## src/rtl/f1_lights_seq.sv

```systemverilog
// F1 start-light sequencer.
// A trigger starts a fill of N_LIGHTS lamps, one lamp per en tick from bit 0
// upward. All lamps are then held lit for a latched number of en ticks. After
// that they all switch off together and lights_out pulses for one cycle.
// abort cancels the sequence from any state without producing the pulse.
module f1_lights_seq #(
    parameter int N_LIGHTS    = 8,
    parameter int DELAY_WIDTH = 7
) (
    input  logic                   clk,
    input  logic                   rst,
    input  logic                   en,
    input  logic                   trigger,
    input  logic                   abort,
    input  logic [DELAY_WIDTH-1:0] delay,
    output logic [N_LIGHTS-1:0]    data_out,
    output logic                   busy,
    output logic                   lights_out
);

    typedef enum logic [1:0] {
        ST_IDLE = 2'd0,
        ST_FILL = 2'd1,
        ST_HOLD = 2'd2
    } state_t;

    state_t                 state_reg;
    logic [N_LIGHTS-1:0]    data_reg;
    logic [DELAY_WIDTH-1:0] hold_cnt_reg;
    logic [DELAY_WIDTH-1:0] delay_reg;
    logic                   busy_reg;
    logic                   lights_out_reg;

    // Lamp pattern after one more fill step: shift left and light bit 0.
    logic [N_LIGHTS-1:0]    fill_next;
    logic                   all_lit;

    generate
        for (genvar gi = 0; gi < N_LIGHTS; gi++) begin : g_fill
            if (gi == 0) begin : g_lsb
                assign fill_next[gi] = 1'b1;
            end else begin : g_upper
                assign fill_next[gi] = data_reg[gi-1];
            end
        end
    endgenerate

    assign all_lit = &data_reg;

    // Sequencer state machine. Every output comes straight from a register.
    // abort has priority over trigger and en. A cleared en freezes the
    // sequence. The off pulse always self-clears after one cycle.
    always_ff @(posedge clk or posedge rst) begin
        if (rst) begin
            state_reg      <= ST_IDLE;
            data_reg       <= '0;
            hold_cnt_reg   <= '0;
            delay_reg      <= '0;
            busy_reg       <= 1'b0;
            lights_out_reg <= 1'b0;
        end else begin
            lights_out_reg <= 1'b0;
            if (abort) begin
                state_reg <= ST_IDLE;
                data_reg  <= '0;
                busy_reg  <= 1'b0;
            end else begin
                case (state_reg)
                    ST_IDLE: begin
                        data_reg <= '0;
                        // en is deliberately ignored on the accepting edge.
                        if (trigger) begin
                            state_reg <= ST_FILL;
                            delay_reg <= delay;
                            busy_reg  <= 1'b1;
                        end
                    end
                    ST_FILL: begin
                        if (en) begin
                            if (all_lit) begin
                                // One full tick with every lamp lit before
                                // the hold count starts.
                                state_reg    <= ST_HOLD;
                                hold_cnt_reg <= delay_reg;
                            end else begin
                                data_reg <= fill_next;
                            end
                        end
                    end
                    ST_HOLD: begin
                        if (en) begin
                            if (hold_cnt_reg == '0) begin
                                state_reg      <= ST_IDLE;
                                data_reg       <= '0;
                                busy_reg       <= 1'b0;
                                lights_out_reg <= 1'b1;
                            end else begin
                                // The counter only decrements while nonzero,
                                // so it never wraps, even at the maximum delay.
                                hold_cnt_reg <= hold_cnt_reg - 1'b1;
                            end
                        end
                    end
                    default: begin
                        state_reg <= ST_IDLE;
                        data_reg  <= '0;
                        busy_reg  <= 1'b0;
                    end
                endcase
            end
        end
    end

    assign data_out   = data_reg;
    assign busy       = busy_reg;
    assign lights_out = lights_out_reg;

endmodule

```

## config.mk

```make
export PLATFORM = sky130hd
export DESIGN_NAME = f1_lights_seq
export DESIGN_NICKNAME = d
export VERILOG_FILES = /design/src/rtl/f1_lights_seq.sv
export SDC_FILE = /design/constraint.sdc
export NUM_CORES = 1
export LEC_CHECK = 0
export BUFFER_PORTS_ARGS = -buffer_cell sky130_fd_sc_hd__buf_2
export CAP_MARGIN = 20
export CELL_PAD_IN_SITES_DETAIL_PLACEMENT = 0
export CELL_PAD_IN_SITES_GLOBAL_PLACEMENT = 1
export CORE_MARGIN = 2
export CORE_UTILIZATION = 39
export CTS_CLUSTER_DIAMETER = 80
export DETAILED_ROUTE_END_ITERATION = 12
export PLACE_DENSITY = 0.76
export SYNTH_ARGS = -nofsm -noshare
export SYNTH_HDL_FRONTEND = slang
export SYNTH_SLANG_ARGS = --single-unit
export TNS_END_PERCENT = 30
```

## constraint.sdc

```tcl
create_clock -name clk -period 1.7 [get_ports clk]
set_input_delay 0.085 -clock clk [delete_from_list [all_inputs] [get_ports clk]]
set_output_delay 0.085 -clock clk [all_outputs]
set_load 0.01 [all_outputs]
```

==> flow_metrics.env <==
export IMPL_num_vias=1219
export IMPL_cp_max_fo=3
export IMPL_finalCriticalPeriod_ps=1739
export IMPL_hp_class="in2reg"
export IMPL_rsz0062_at_grt="yes"
export IMPL_power_static_leakage_nw=0.8901
export IMPL_largest_reg_flops=8
export IMPL_gp_congestion=0.8578
export IMPL_final_setup_tns_ps=-79.74
export IMPL_cts_tree="built"
export IMPL_drive_above_1_share_pct=47.83
export IMPL_numPlacedInstances=214
export IMPL_h_tree_depth=1
export IMPL_routed_wl_mm=3.231
export IMPL_grt_pass1_vias=1186
export IMPL_synth_seq_cells=26
export IMPL_drc_errors=0
export IMPL_crit_path_end_kind="register"
export IMPL_power_mw=2.994
export IMPL_fillers=301
export IMPL_die_w_um=64.24
export IMPL_slowest_stage="dfrtp_1"
export IMPL_syn_inst=128
export IMPL_insertion_delay_ps=320
export IMPL_critPathLaunchType="register"
export IMPL_synth_seq_area_share_pct=45.98
export IMPL_tightest_slew_ps=367.0
export IMPL_stdcell_count=230
export IMPL_syn2layout_area_growth_pct=38.81
export IMPL_io_pins=22
export IMPL_path_class="reg2reg"
export IMPL_cts_max_path_buffers=2
export IMPL_root_buffer="clkbuf_4"
export IMPL_setup_slack_ps=-39.45
export IMPL_crit_family="simple AND/OR/NAND/NOR gates"
export IMPL_finalCritPeriodShare_pct=102.3
export IMPL_dieArea_sq_mm=0.004126
export IMPL_grt_first_pass_wirelength_mm=5.161
export IMPL_grtUsageTotal_pct=15.70
export IMPL_core_sq_mm=0.003416
export IMPL_drv_cap=0
export IMPL_start_util_pct=41.43
export IMPL_final_hold_viol_count=0
export IMPL_vias_per_cell=5.300
export IMPL_max_stage_delay_ps=450
export IMPL_status="complete, but fails checks"
export IMPL_synth_edf_count=0
export IMPL_worstPathRequired_ps=1920
export IMPL_syn_nets=146
export IMPL_power_density_mw_per_mm2=1524
export IMPL_crit_buf_inv=1
export IMPL_clock_sinks=26
export IMPL_portBuffers=21
export IMPL_drv_slew=0
export IMPL_ys_warn_count=0
export IMPL_drtAntennaViolNets=0
export IMPL_final_nets=203
export IMPL_numCtsBuffers=3
export IMPL_grt_max_degree=27
export IMPL_path_cells="inv_2 > ha_2 > or3b_2 > and4_4 > mux2_4"
export IMPL_first_pass_iters=4
export IMPL_arrival_ps=1950
export IMPL_synth_area_sq_mm=0.001415
export IMPL_post_place_ws_ps=-107.6
export IMPL_slew_headroom_pct=75.46
export IMPL_ys_types=41
export IMPL_synth_ff_type="dfrtp_1"
export IMPL_syn_avg_cell_area_sq_um=11.06
export IMPL_antenna_cells=0
export IMPL_clkTransAtPathRegs_ps=150
export IMPL_setup_viol_count_final=6
export IMPL_drt_iter0_drc=45
export IMPL_gr_total_overflow=0
export IMPL_num_rows=21
export IMPL_async_reset_ff_share_pct=100.0
export IMPL_post_route_cell_area_sq_mm=0.001964
export IMPL_max_vdd_ir_drop_uv=674.1
export IMPL_antenna_found_initial=0
export IMPL_dpl_cell_area_sq_mm=0.001739
export IMPL_die_height_um=64.24
export IMPL_violations="setup timing"
export IMPL_clock_skew_ps=12.18
export IMPL_wire_per_inst_um=14.05
export IMPL_max_clock_freq_mhz=574.9
export IMPL_layout_common_cells="dfrtp_1 (25), buf_4 (25), buf_2 (21)"
export IMPL_dp_hpwl_mm=2.213
## cell type report
cell class                 count  area [sq um]  area share (%)
tap                           46         57.56           2.930
clock buffer                   4         36.28           1.847
multi-input combinational     89         782.0           39.81
timing repair buffer          56         402.9           20.51
sequential                    26         651.9           33.18
inverter                       9         33.78           1.720
## final timing paths
kind,cells past startpoint,endpoint,slack [ps],from
max in group asynchronous,4,hold_cnt_reg[5],1100,rst
hold / removal,3,lights_out,50,en
hold reg to reg,1,delay_reg[3],530,delay_reg[3]
setup / recovery,5,state_reg[1],-40,state_reg[1]
min in group asynchronous,4,hold_cnt_reg[3],330,rst
setup reg to reg,5,state_reg[1],-40,state_reg[1]
## where the power goes
group	internal [mW]	total (mW)	switching, mW
Clock	0.131	0.320	0.189
Combinational	0.890	1.65	0.759
Sequential	0.835	1.03	0.190
## routing by layer
| layer | wire length (um) | global-route usage, % | up-vias |
|---|---|---|---|
| met3 | 73 | 2.465 | 6 |
| met4 | 54 | 6.117 | 0 |
| met1 | 1506 | 20.07 | 600 |
| met5 | 0 | 0 | - |
| met2 | 1597 | 26.56 | 19 |
| li1 | - | - | 594 |
## through the flow
stage	util [%]	hold slack (ps)
after floorplan	-	125.0
after global placement	50.92	156.5
after detailed placement	50.92	161.4
after CTS	55.71	42.49
after global routing	57.51	41.91
final	57.51	51.03
## synthesized netlist by cell type, drive strengths merged (3+ instances only)
master  count  area share (%)
a21oi       6             2.4
a22o        7             4.3
a41oi       6             3.7
dfrtp      26              46
ha          6             5.3
inv         9             2.4
mux2        8             6.4
mux2i       3             2.1
nand2       5             1.3
nand2b      5             2.2
nand3       3             1.4
nor2        5             1.3
o21ai       3             1.1
o22ai       4             1.8
o31ai       3             2.6
## timing repair
action,in CTS,in global routing
hold buffers,9,0
endpoints found under the setup margin,17,18
pin swaps,10,2
setup buffers,1,2
gates resized for setup,10,15
cloned,0,0
hold endpoints to repair,34,0
## logic make-up (layout without fill, tap and decap cells)
| group | after synthesis | after routing | share of synthesized area (%) |
|---|---|---|---|
| AOI/OAI and AO/OA | 36 | 36 | 19.63 |
| adders and majority gates | 6 | 6 | 5.305 |
| buffers and inverters | 13 | 69 | 4.067 |
| DFF | 26 | 26 | 45.98 |
| muxes | 11 | 11 | 8.488 |
| and+or+nand+nor | 36 | 36 | 16.54 |
## worst min-delay path, stage by stage
cell	delay, ps
buf_2	100
inv_1	100
nor4_1	70
No activity file was read; power rests on OpenSTA's default activity.
